--- src/rtl/alu_operand_stage.sv ---
// rtl/alu_operand_stage.sv - register file, operand fetch with forwarding and write-back for the Prelude ALU.
// Optional: define PRELUDE_R0_ZERO_EN to hard-wire register 0 to zero.
module alu_operand_stage #(
  parameter int DATA_W = 8,
  parameter int NREGS  = 8,
  parameter int AW     = $clog2(NREGS)
) (
  input  logic              clk,
  input  logic              rst_n,
  input  logic              hold,
  input  logic              in_valid,
  output logic              in_ready,
  input  logic [5:0]        in_op,
  input  logic [AW-1:0]     in_src_a,
  input  logic [AW-1:0]     in_src_b,
  input  logic [AW-1:0]     in_dst,
  input  logic              in_we,
  input  logic              ext_valid,
  output logic              ext_ready,
  input  logic [AW-1:0]     ext_addr,
  input  logic [DATA_W-1:0] ext_data,
  output logic [5:0]        alu_op,
  output logic [DATA_W-1:0] alu_a,
  output logic [DATA_W-1:0] alu_b,
  input  logic [DATA_W-1:0] alu_result,
  output logic              ex_valid,
  output logic              wb_valid,
  output logic [AW-1:0]     wb_addr,
  output logic [DATA_W-1:0] wb_data,
  input  logic [AW-1:0]     dbg_addr,
  output logic [DATA_W-1:0] dbg_data
);

  logic [DATA_W-1:0] regs_q [NREGS];
  logic [DATA_W-1:0] regs_d [NREGS];
  logic              rst_done_q, rst_done_d;
  logic              ex_valid_q, ex_valid_d;
  logic              ex_we_q, ex_we_d;
  logic [AW-1:0]     ex_dst_q, ex_dst_d;
  logic [5:0]        alu_op_q, alu_op_d;
  logic [DATA_W-1:0] alu_a_q, alu_a_d;
  logic [DATA_W-1:0] alu_b_q, alu_b_d;
  logic              wb_valid_q, wb_valid_d;
  logic [AW-1:0]     wb_addr_q, wb_addr_d;
  logic [DATA_W-1:0] wb_data_q, wb_data_d;

  logic              issue;
  logic              ext_fire;
  logic              alu_wr;
  logic              ext_wr;
  logic [DATA_W-1:0] fwd_a;
  logic [DATA_W-1:0] fwd_b;

  assign in_ready  = rst_done_q & ~hold;
  // A pending ALU write-back owns the register file write port this cycle.
  assign ext_ready = rst_done_q & ~(ex_valid_q & ex_we_q);
  assign issue     = in_valid & in_ready;
  assign ext_fire  = ext_valid & ext_ready;

`ifdef PRELUDE_R0_ZERO_EN
  assign alu_wr   = ex_valid_q & ex_we_q & (ex_dst_q != '0);
  assign ext_wr   = ext_fire & (ext_addr != '0);
  assign dbg_data = (dbg_addr == '0) ? '0 : regs_q[dbg_addr];
`else
  assign alu_wr   = ex_valid_q & ex_we_q;
  assign ext_wr   = ext_fire;
  assign dbg_data = regs_q[dbg_addr];
`endif

  // alu_wr and ext_wr never coincide, so the two bypass sources never compete.
  always_comb begin
    if (alu_wr && (ex_dst_q == in_src_a)) begin
      fwd_a = alu_result;
    end else if (ext_wr && (ext_addr == in_src_a)) begin
      fwd_a = ext_data;
    end else begin
      fwd_a = regs_q[in_src_a];
    end
    if (alu_wr && (ex_dst_q == in_src_b)) begin
      fwd_b = alu_result;
    end else if (ext_wr && (ext_addr == in_src_b)) begin
      fwd_b = ext_data;
    end else begin
      fwd_b = regs_q[in_src_b];
    end
`ifdef PRELUDE_R0_ZERO_EN
    if (in_src_a == '0) fwd_a = '0;
    if (in_src_b == '0) fwd_b = '0;
`endif
  end

  always_comb begin
    regs_d     = regs_q;
    rst_done_d = 1'b1;
    wb_valid_d = alu_wr | ext_wr;
    wb_addr_d  = wb_addr_q;
    wb_data_d  = wb_data_q;
    if (alu_wr) begin
      regs_d[ex_dst_q] = alu_result;
      wb_addr_d        = ex_dst_q;
      wb_data_d        = alu_result;
    end else if (ext_wr) begin
      regs_d[ext_addr] = ext_data;
      wb_addr_d        = ext_addr;
      wb_data_d        = ext_data;
    end
  end

  always_comb begin
    alu_op_d   = alu_op_q;
    alu_a_d    = alu_a_q;
    alu_b_d    = alu_b_q;
    ex_dst_d   = ex_dst_q;
    ex_we_d    = 1'b0;
    ex_valid_d = 1'b0;
    if (issue) begin
      alu_op_d   = in_op;
      alu_a_d    = fwd_a;
      alu_b_d    = fwd_b;
      ex_dst_d   = in_dst;
      ex_we_d    = in_we;
      ex_valid_d = 1'b1;
    end
  end

  always_ff @(posedge clk) begin
    if (!rst_n) begin
      for (int i = 0; i < NREGS; i++) regs_q[i] <= '0;
      rst_done_q <= 1'b0;
      ex_valid_q <= 1'b0;
      ex_we_q    <= 1'b0;
      ex_dst_q   <= '0;
      alu_op_q   <= '0;
      alu_a_q    <= '0;
      alu_b_q    <= '0;
      wb_valid_q <= 1'b0;
      wb_addr_q  <= '0;
      wb_data_q  <= '0;
    end else begin
      regs_q     <= regs_d;
      rst_done_q <= rst_done_d;
      ex_valid_q <= ex_valid_d;
      ex_we_q    <= ex_we_d;
      ex_dst_q   <= ex_dst_d;
      alu_op_q   <= alu_op_d;
      alu_a_q    <= alu_a_d;
      alu_b_q    <= alu_b_d;
      wb_valid_q <= wb_valid_d;
      wb_addr_q  <= wb_addr_d;
      wb_data_q  <= wb_data_d;
    end
  end

  assign alu_op   = alu_op_q;
  assign alu_a    = alu_a_q;
  assign alu_b    = alu_b_q;
  assign ex_valid = ex_valid_q;
  assign wb_valid = wb_valid_q;
  assign wb_addr  = wb_addr_q;
  assign wb_data  = wb_data_q;

endmodule
--- config.mk ---
export PLATFORM = sky130hd
export DESIGN_NAME = alu_operand_stage
export DESIGN_NICKNAME = d
export VERILOG_FILES = /design/src/rtl/alu_operand_stage.sv
export SDC_FILE = /design/constraint.sdc
export NUM_CORES = 1
export LEC_CHECK = 0
export BUFFER_PORTS_ARGS = -buffer_cell sky130_fd_sc_hd__buf_4
export CORE_MARGIN = 2
export CORE_UTILIZATION = 55
export CTS_BUF_LIST = sky130_fd_sc_hd__clkbuf_8
export DETAILED_ROUTE_END_ITERATION = 7
export GPL_TIMING_DRIVEN = 1
export HOLD_SLACK_MARGIN = 0.1
export PLACE_DENSITY = 0.76
export SYNTH_ARGS = -nofsm -noshare
export SYNTH_HDL_FRONTEND = slang
export SYNTH_SLANG_ARGS = --single-unit
--- constraint.sdc ---
create_clock -name clk -period 5.1 [get_ports clk]
set_input_delay 1.02 -clock clk [delete_from_list [all_inputs] [get_ports clk]]
set_output_delay 1.02 -clock clk [all_outputs]
set_load 0.01 [all_outputs]
# Yosys cells after proc, flatten, opt, wreduce, memory -nomap -nowiden
# Index checks and enable logic that the tools add are counted.
[classes]
muxes = 27
n_eq_ne = 4
n_reduce_logical = 8
n_mul = 0
bitwise_logic = 13
div_mod_pow = 0
n_lt_le_gt_ge = 7
n_shift = 0
addsub = 0
[ops]
columns = ["operator", "count"]
rows = [
  ["64-bit bitwise mux", 2],
  ["64-bit 2-to-1 mux", 2],
  ["8-bit 2-to-1 mux", 14],
  ["8-bit binary-select mux with 3-bit select", 3],
  ["8-bit demux with 3-bit select", 2],
  ["4-bit greater-or-equal comparator (second input constant)", 5],
  ["3-bit inverter with 4-bit output", 5],
  ["3-bit == test", 4],
  ["4-bit by 1-bit less-than comparator with 1-bit output (second input constant)", 2],
  ["1-bit logical AND", 6],
  ["3-bit 2-to-1 mux", 2],
  ["1-bit AND", 5],
  ["1-bit 2-to-1 mux", 2],
  ["1-bit inverter", 2],
  ["2-bit AND reduction", 1],
  ["2-bit nonzero test", 1],
  ["1-bit bitwise OR", 1],
]
[totals]
latch_bits = 0
romBits = 0
word_cells = 77
output_inout_bits = 45
ramBits = 0
regBits = 104
mem_count = 0
inputBits = 43

# Longest topological paths before layout
# Gate-level depths: netlist of run 1.
[depth]
ltp_word = 8
depth_mapped = 7
ltp_nobuf = 4

# Least setup slack after synthesis of run 1
# OpenSTA, ideal clock, no wires.
[synth_timing]
path_type = "input port to output port"
start = "input dbg_addr[0]"
end = "output dbg_data[2]"
path_buffers = 2
arrival_ns = 2.525
setup_slack_ns = 1.555
stages = 4
path_cell_list = "clkbuf_1 buf_2 mux4_2 mux2_2"
[synth_between]
elab_chain_cells = 4
[synth_rtl]
columns = ["element", "line", "text"]
rows = [
  ["start: declaration", "30", "input logic [AW-1:0] dbg_addr,"],
  ["3-bit inverter with 4-bit output (implied by the code)", "67", "assign dbg_data = regs_q[dbg_addr];"],
  ["8-bit binary-select mux with 3-bit select", "67", ""],
  ["8-bit 2-to-1 mux (implied by the code) (2 in a row)", "67", ""],
  ["end: declaration", "31", "output logic [DATA_W-1:0] dbg_data"],
]
# Every way passes these cells. The select of a mux whose other input is x is not followed.

# Worst setup path in the final report of run 1
[layout_timing]
start = "input dbg_addr[0]"
end = "output dbg_data[1]"
# Same word-level chain as after synthesis.

==> results of run 1 <==
## placed cells by master (no fill, tap or decap), types with 2 or more instances in the layout
| cell | n |
|---|---|
| inv_1 | 3 |
| clkinv_4 | 2 |
| o21ai_0 | 15 |
| nand4b_1 | 2 |
| o31ai_1 | 2 |
| mux2_2 | 10 |
| clkbuf_8 | 10 |
| o21a_1 | 2 |
| o311a_1 | 56 |
| nor3_2 | 7 |
| a311oi_1 | 2 |
| and2_1 | 4 |
| a22oi_1 | 2 |
| nand2b_1 | 28 |
| nor3_1 | 12 |
| o211a_1 | 8 |
| dfxtp_1 | 104 |
| a221o_1 | 56 |
| and3_1 | 9 |
| nand2_1 | 47 |
| a31oi_1 | 5 |
| o221ai_1 | 16 |
| buf_4 | 87 |
| a221oi_1 | 18 |
| a21oi_1 | 17 |
| mux4_2 | 48 |
| nor2b_1 | 3 |
| nand4_1 | 10 |
| xnor2_1 | 12 |
| a211oi_1 | 12 |
| o211ai_1 | 8 |
| or2_0 | 2 |
| and4_1 | 2 |
| nand3_1 | 6 |
| clkinvlp_4 | 2 |
| nor2_1 | 80 |
## registers in the layout, summed over array words and instances (netlist names)
name and flops:
regs_q 64, alu_a 8, alu_b 8, wb_data 8, alu_op 6, ex_dst_q 3, wb_addr 3, ex_valid 1
ex_we_q 1, rst_done_q 1, wb_valid 1
## metrics by stage
stage               instances  hold slack (ns)
floorplan                 699            0.476
global placement          872            0.445
detailed placement        872            0.450
CTS                       888            0.465
global route              888            0.482
finish                    888            0.465
## worst register-to-register path, cell delays in order (launching register included)
cell and delay [ns]:
dfxtp_1 0.48, a21boi_2 0.63, nand2_1 0.83, nor3_2 0.78, o311a_1 0.26
## cell type report
cell class                 instances  area [µm²]
timing repair buffer              87         653
clock inverter                     6        45.0
inverter                           2        7.51
tap                              168         210
sequential                       104        2080
fill                             991        4580
multi-input combinational        511        4350
clock buffer                      10         138
## path summary, 6_finish.rpt
check | cells after the start | startpoint | end | slack [ns]
hold reg to reg | 2 | alu_op[2] | alu_op[2] | 0.47
hold / removal | 2 | alu_op[2] | alu_op[2] | 0.47
setup / recovery | 4 | dbg_addr[0] | dbg_data[1] | 1.80
setup reg to reg | 4 | ex_we_q | regs_q[22] | 2.08
## layer usage
layer	track usage [%]	share of wire (%)	wire length, µm
met1	48.5	36	8720
met2	56.7	45	11000
met3	8.33	12	3030
met4	24.2	7.0	1700
met5	0	0	0
## cells by family after synthesis
kind of cell	after synthesis	synth area share, %
AO/OA/AOI/OAI	225	29.2
XOR/XNOR	12	1.54
AND/OR/NAND/NOR	216	15.6
multiplexers	58	17.5
buffers and inverters	84	5.62
flip-flops	104	30.6
## power breakdown
part	switching [mW]	internal, mW	total, mW
Combinational	0.169	0.110	0.279
Clock	0.303	0.193	0.496
Sequential	0.0263	0.832	0.858
Total	0.498	1.13	1.63
==> results_dict.tcl, run 1 <==
set metrics [dict create \
    grt_pass1_wl_um 37000 \
    worst_slew_pin_slew_ns 1.31 \
    drive_gt1_share_pct 24.0 \
    cp.required_ns 4.08 \
    final_core_util_pct 62.0 \
    die_w_um 115 \
    cpPeakStageDelay_ns 0.55 \
    pwr_density_cell_nw_per_um2 218 \
    yosysSeqAreaShare_pct 30.6 \
    num_io_pins 88 \
    ys_ff_latch 104 \
    synthFlopType "dfxtp_1" \
    power_leakage_nw 2.93 \
    place_hpwl_um 17000 \
    stdcell_area_um2 7480 \
    cts_tree "done" \
    synth_largest_area_cell "dfxtp_1" \
    status "finished, final reports clean" \
    num_rows 40 \
    cpLargestDelayFamily "multiplexers" \
    ys_warn_count 0 \
    cts_max_level 3 \
    clockRootBuffer "clkbuf_8" \
    vias_per_cell 7.66 \
    yosysUniqueCellTypes 49 \
    worst-path-buf-inv 2 \
    grt_util_all_layers_pct 37.5 \
    finalSetupTns_ns 0 \
    initial_utilization_pct 56.5 \
    critPathLaunchType "input pin" \
    cap_violations 0 \
    place_area_um2 7300 \
    relSlewSlack_pct 12.8 \
    fmax_mhz 303 \
    rsz0062_at_grt "false" \
    globalRoute.totalOverflow 0 \
    path_cells "buf_4 -> mux4_2 -> mux2_2 -> buf_4" \
    drc_errors 0 \
    cts_buffers 9 \
    worst_path_most_repeated_cell "buf_4" \
    clk_latency_ns 0.38 \
    synth_area_leaders "dfxtp_1 31%, mux4_2 16%, a221o_1 8.2%, o311a_1 8.2%, nor2_1 4.4%" \
    synth_edf_count 0 \
    cp-end-kind "primary output" \
    setup_ws_ns 1.80 \
    setup_viol 0 \
    ys_top_cells_by_count "104 x dfxtp_1, 80 x nor2_1, 56 x a221o_1, 56 x o311a_1, 48 x mux4_2" \
    num_vias 6803 \
    clkTransAtPathRegs_ns 0.10 \
    layout_min_cycle_time_ns 3.30 \
    synth_area_per_cell_um2 9.75 \
    cts_sinks 104 \
    antenna_cells 0 \
    cp_max_fo 16 \
    numPortBuffers 87 \
    chipHeight_um 115 \
    synth_cells 699 \
    cts_hold_buf 0 \
    clock-skew-final_ns 0.00814 \
    finalHoldViolations 0 \
    hp-class "flip-flop to flip-flop" \
    syn-cell-area_um2 6810 \
    cts_resized 0 \
    die_area_um2 13300 \
    antenna_found_initial 0 \
    maxSlewViolCount 0 \
    post_cts_buffers 0 \
    detail_route.wl_per_cell_um 27.5 \
    grt_pass1_vias 6402 \
    nets 758 \
    yosys.cell_count.top_type "dfxtp_1" \
    post-place-ws_ns 1.79 \
    crit_type "input pin to primary output" \
    fin_crit_sh_pct 64.7 \
    async_flop_share_pct 0 \
    wirelength_um 24400 \
    critPathArrivalTime_ns 2.28 \
    first_iter_violations 937 \
    power_mw 1.63 \
    area_growth_pct 9.84 \
    first_pass_iters 7 \
    grt_start_max_net_pins 85 \
    ir_drop_uv 163 \
    cp_slowest_cell "mux4_2" \
    finalWeightedCongestion 1.04 \
    cts_buffer_depth 2 \
    ant_nets 0 \
    syn_nets 742 \
    core_area_um2 12100 \
    yosys.area.top_type_share_pct 30.6 \
]
(Power assumes the default switching activity.)
==> run 2: changes to the inputs <==
==> constraint.sdc (replaced) <==
create_clock -name clk -period 3.3 [get_ports clk]
set_input_delay 0.66 -clock clk [delete_from_list [all_inputs] [get_ports clk]]
set_output_delay 0.66 -clock clk [all_outputs]
set_load 0.01 [all_outputs]
==> results_dict.tcl, run 2 (synthesis results as in run 1) <==
set metrics [dict create \
    cts_buffers 9 \
    initial_utilization_pct 56.5 \
    power_leakage_nw 3.00 \
    setup_viol 0 \
    nets 769 \
    cts_hold_buf 0 \
    largest_reg_flops 64 \
    cpLargestDelayFamily "multiplexers" \
    path_depth 4 \
    status "finished, final reports clean" \
    cts_buffer_depth 2 \
    antenna_cells 0 \
    first_pass_iters 6 \
    drive_gt1_share_pct 25.2 \
    chipHeight_um 115 \
    fin_crit_sh_pct 78.5 \
    post_cts_buffers 0 \
    cp_max_fo 16 \
    hold_depth 2 \
    cap_violations 0 \
    grt_util_all_layers_pct 39.0 \
    clk_latency_ns 0.41 \
    top_register "regs_q" \
    cts_sinks 104 \
    antenna_found_initial 1 \
    worst_slew_pin_slew_ns 0.936 \
    critPathArrivalTime_ns 1.93 \
    worst-path-buf-inv 2 \
    layout_commonest_cell "dfxtp_1" \
    core_area_um2 12100 \
    cts_max_level 3 \
    clock-skew-final_ns 0.0116 \
    cp-end-kind "primary output" \
    hp-class "flip-flop to flip-flop" \
    nFillCells 1024 \
    relSlewSlack_pct 37.6 \
    detail_route.wl_per_cell_um 28.0 \
    cts_tree "done" \
    clkTransAtPathRegs_ns 0.11 \
    layout_min_cycle_time_ns 2.59 \
    finalSetupTns_ns 0 \
    layout_common_cells "104 x dfxtp_1, 98 x buf_4, 80 x nor2_1, 56 x a221o_1, 56 x o311a_1" \
    drc_errors 0 \
    numPortBuffers 87 \
    grt_pass1_vias 6497 \
    area_growth_pct 11.3 \
    num_io_pins 88 \
    die_w_um 115 \
    cpPeakStageDelay_ns 0.56 \
    setup_ws_ns 0.710 \
    ff2ff_setup_slack_ns 1.09 \
    reg2reg_depth 5 \
    cp_slowest_cell "mux4_2" \
    path_cells "buf_4 -> mux4_2 -> mux2_2 -> buf_4" \
    globalRoute.totalOverflow 0 \
    num_rows 40 \
    critPathLaunchType "input pin" \
    ant_nets 0 \
    ir_drop_uv 276 \
    grt_start_max_net_pins 49 \
    first_iter_violations 1076 \
    wirelength_um 25200 \
    maxSlewViolCount 0 \
    place_hpwl_um 17700 \
    grt_pass1_wl_um 38300 \
    cp.required_ns 2.64 \
    worst_path_most_repeated_cell "buf_4" \
    fmax_mhz 386 \
    vias_per_cell 7.60 \
    crit_type "input pin to primary output" \
    finalWeightedCongestion 1.04 \
    clockRootBuffer "clkbuf_8" \
    num_vias 6830 \
    pwr_density_cell_nw_per_um2 347 \
    die_area_um2 13300 \
    rsz0062_at_grt "false" \
    post-place-ws_ns 0.706 \
    cts_resized 0 \
    finalHoldViolations 0 \
]
## run 2: cell types whose count changed in the layout (fill, tap and decap cells not counted)
| cell | before | now |
|---|---|---|
| buf_4 | 87 | 98 |
| clkinv_4 | 2 | 0 |
| clkinvlp_4 | 2 | 0 |
| inv_8 | 0 | 2 |
| bufinv_16 | 0 | 1 |
| clkbuf_8 | 10 | 9 |
| clkinv_2 | 0 | 1 |
| inv_6 | 1 | 2 |
## run 2: final timing paths
kind,from,end
setup / recovery,dbg_addr[0],dbg_data[5]
hold / removal,alu_op[4],alu_op[4]
setup reg to reg,ex_valid,alu_a[4]
hold reg to reg,alu_op[4],alu_op[4]
## run 2: final cells by class
| class | instances | area, µm² | share of cell area [%] |
|---|---|---|---|
| multi-input cells | 511 | 4350 | 57.3 |
| clock inverters | 7 | 78.8 | 1.04 |
| repair buffers | 98 | 736 | 9.70 |
| inverters | 2 | 7.51 | 0.0990 |
| clock buffers | 9 | 124 | 1.63 |
| well taps | 168 | 210 | 2.77 |
| flip-flops and latches | 104 | 2080 | 27.4 |
## run 2: worst min-delay path: cells and delay by family, from the launching register on
kind	cells	cell delay [ns]
AND/OR/NAND/NOR	1	0.05
flip-flops	1	0.33
AO/OA/AOI/OAI	1	0.05
## run 2: metal layers
metal  wire length (µm)  part of all wire [%]  vias to the layer above  track usage, %
met2              11400                    45                      486            59.4
met4               1380                   5.5                        0            21.5
met5                  0                     0                        -               0
met1               9380                    37                     3375            51.8
li1                   -                     -                     2873               -
met3               2970                    12                       96            8.65
## run 2: metrics by stage
| stage | cell area, µm² | hold WS (ns) | instances | util, % | power, mW |
|---|---|---|---|---|---|
| 2_1_floorplan | 6810 | 0.476 | 699 | - | 1.61 |
| 3_3_place_gp | 7380 | 0.445 | 883 | 61.2 | 1.77 |
| 3_5_place_dp | 7380 | 0.450 | 883 | 61.2 | 1.78 |
| 4_1_cts | 7590 | 0.466 | 899 | 62.9 | 2.62 |
| 5_1_grt | 7590 | 0.461 | 899 | 62.9 | 2.70 |
| 6_report | 7590 | 0.466 | 899 | 62.9 | 2.63 |
## run 2: power by group
group	switching (mW)	total, mW	leakage (nW)	internal [mW]
clock	0.506	0.869	0.109	0.363
sequential	0.0389	1.32	0.843	1.29
combinational	0.264	0.437	2.05	0.174
==> run 3: changes to the inputs <==
--- a/config.mk
+++ b/config.mk
@@ -5,6 +5,7 @@
 export SDC_FILE = /design/constraint.sdc
 export NUM_CORES = 1
 export LEC_CHECK = 0
+export ABC_AREA = 1
 export BUFFER_PORTS_ARGS = -buffer_cell sky130_fd_sc_hd__buf_4
 export CORE_MARGIN = 2
 export CORE_UTILIZATION = 55
@@ -12,7 +13,7 @@
 export DETAILED_ROUTE_END_ITERATION = 7
 export GPL_TIMING_DRIVEN = 1
 export HOLD_SLACK_MARGIN = 0.1
-export PLACE_DENSITY = 0.76
+export PLACE_DENSITY = 0.79
 export SYNTH_ARGS = -nofsm -noshare
 export SYNTH_HDL_FRONTEND = slang
 export SYNTH_SLANG_ARGS = --single-unit
==> constraint.sdc (replaced) <==
create_clock -name clk -period 2.3 [get_ports clk]
set_input_delay 0.46 -clock clk [delete_from_list [all_inputs] [get_ports clk]]
set_output_delay 0.46 -clock clk [all_outputs]
set_load 0.01 [all_outputs]
==> results_dict.tcl, run 3 <==
set metrics [dict create \
    crit_type "input pin to primary output" \
    violations "DRC" \
    fin_crit_sh_pct 91.0 \
    yosysUniqueCellTypes 26 \
    finalHoldViolations 0 \
    critPathArrivalTime_ns 1.63 \
    first_iter_violations 1266 \
    ys_ff_latch 104 \
    clockRootBuffer "clkbuf_8" \
    async_flop_share_pct 0 \
    cpPeakStageDelay_ns 0.25 \
    die_area_um2 13400 \
    clk_latency_ns 0.41 \
    area_growth_pct 11.7 \
    cp_max_fo 17 \
    worst-path-buf-inv 3 \
    maxSlewViolCount 0 \
    layout_min_cycle_time_ns 2.09 \
    synth_edf_count 0 \
    clock-skew-final_ns 0.0152 \
    cts_resized 0 \
    place_hpwl_um 18300 \
    cts_max_level 3 \
    cpLargestDelayFamily "buffers and inverters" \
    cp.required_ns 1.84 \
    cp_slowest_cell "inv_1" \
    wirelength_um 25200 \
    antenna_cells 0 \
    initial_utilization_pct 56.9 \
    grt_pass1_vias 7147 \
    globalRoute.totalOverflow 0 \
    hold_ws_ns 0.304 \
    chipHeight_um 116 \
    nets 1193 \
    cap_violations 0 \
    ys_warn_count 0 \
    hp-class "input pin to flip-flop" \
    cts_buffers 9 \
    ys_top_cells_by_count "271 x nand2_1, 132 x nand3_1, 117 x a21oi_1" \
    layout_common_cells "271 x nand2_1, 132 x nand3_1, 117 x a21oi_1, 109 x o21ai_0" \
    yosys.area.top_type_share_pct 30.2 \
    drive_gt1_share_pct 15.9 \
    synth_area_leaders "dfxtp_1 30%, nand2_1 15%, nand3_1 9.6%, a21oi_1 8.5%, o21ai_0 7.9%" \
    nFillCells 1232 \
    critPathLaunchType "input pin" \
    power_leakage_nw 3.46 \
    worst_slew_pin_slew_ns 0.637 \
    yosys.cell_count.top_type "nand2_1" \
    worst_path_most_repeated_cell "buf_4" \
    relSlewSlack_pct 57.5 \
    die_w_um 116 \
    largest_reg_flops 64 \
    first_pass_iters 8 \
    synth_largest_area_cell "dfxtp_1" \
    synthFlopType "dfxtp_1" \
    status "finished with violations" \
    fmax_mhz 478 \
    top_register "regs_q" \
    cts_hold_buf 0 \
    cts_sinks 104 \
    core_area_um2 12100 \
    layout_commonest_cell "nand2_1" \
    synth_cells 1099 \
    path_cells "buf_4 -> inv_1 -> a21oi_1 -> o21ai_0 -> nand2_1 -> nor2_1 -> a31oi_1 -> buf_4" \
    cts_buffer_depth 2 \
    ant_nets 0 \
    yosysSeqAreaShare_pct 30.2 \
    post_cts_buffers 0 \
    syn-cell-area_um2 6890 \
    setup_ws_ns 0.207 \
    finalWeightedCongestion 0.999 \
    grt_pass1_wl_um 39300 \
    num_vias 8091 \
    cp-end-kind "primary output" \
    synth_area_per_cell_um2 6.27 \
    ir_drop_uv 419 \
    setup_viol 0 \
    syn_nets 1142 \
    antenna_found_initial 0 \
    drc_errors 1 \
    num_io_pins 88 \
    rsz0062_at_grt "false" \
    post-place-ws_ns 0.142 \
    clkTransAtPathRegs_ns 0.10 \
    grt_start_max_net_pins 49 \
    num_rows 40 \
    vias_per_cell 6.12 \
    numPortBuffers 87 \
    detail_route.wl_per_cell_um 19.1 \
    grt_util_all_layers_pct 38.2 \
    finalSetupTns_ns 0 \
    pwr_density_cell_nw_per_um2 509 \
    cts_tree "done" \
]
-- run 3: logic make-up (layout without fill, tap and decap cells) --
kind of cell	after synthesis	after routing	synth area share [%]
buffers and inverters	189	244	12.8
AOI/OAI and AO/OA	334	334	26.5
and+or+nand+nor	472	472	30.5
DFF	104	104	30.2
-- run 3: worst paths after layout --
kind	cells after the start	to	slack (ns)	start
setup / recovery	8	dbg_data[5]	0.21	dbg_addr[1]
hold / removal	3	alu_op[4]	0.30	in_op[4]
setup reg to reg	7	regs_q[41]	0.31	ex_valid
hold reg to reg	2	alu_op[0]	0.47	alu_op[0]
-- run 3: metal layers --
metal  vias up  track usage (%)  part of all wire (%)
li1       3793                -                     -
met5         -                0                     0
met2       631             55.4                    41
met4         0             17.6                   5.1
met1      3557             53.7                    40
met3       110             9.10                    13
-- run 3: area by class of cell --
| cell class | count | area (µm²) | area share [%] |
|---|---|---|---|
| multi-input combinational | 806 | 3930 | 51.0 |
| sequential | 104 | 2080 | 27.0 |
| timing repair buffer | 109 | 835 | 10.8 |
| inverter | 120 | 460 | 5.98 |
| tap | 168 | 210 | 2.73 |
| clock buffer | 12 | 165 | 2.15 |
| clock inverter | 3 | 17.5 | 0.228 |
-- run 3: report_power, final --
part	total, mW	internal, mW	switching, mW
combinational	0.882	0.303	0.579
clock	1.15	0.474	0.675
sequential	1.89	1.85	0.0347
total	3.92	2.63	1.29
-- run 3: stage by stage --
stage,util (%),area (µm²),std cells,power [mW]
after global placement,62.0,7510,1307,2.77
after CTS,63.5,7690,1322,3.88
after global routing,63.6,7700,1322,4.06
after floorplan,-,6890,1099,2.48
final,63.6,7700,1322,3.92
after detailed placement,62.0,7510,1307,2.78
-- run 3: worst reg2reg max path, cell delays in order, from the launching register on --
cell	delay [ns]
dfxtp_1	0.33
nand2_2	0.32
nand3_4	0.19
inv_4	0.26
a21oi_2	0.16
buf_4	0.22
o21ai_0	0.33
a21oi_1	0.06
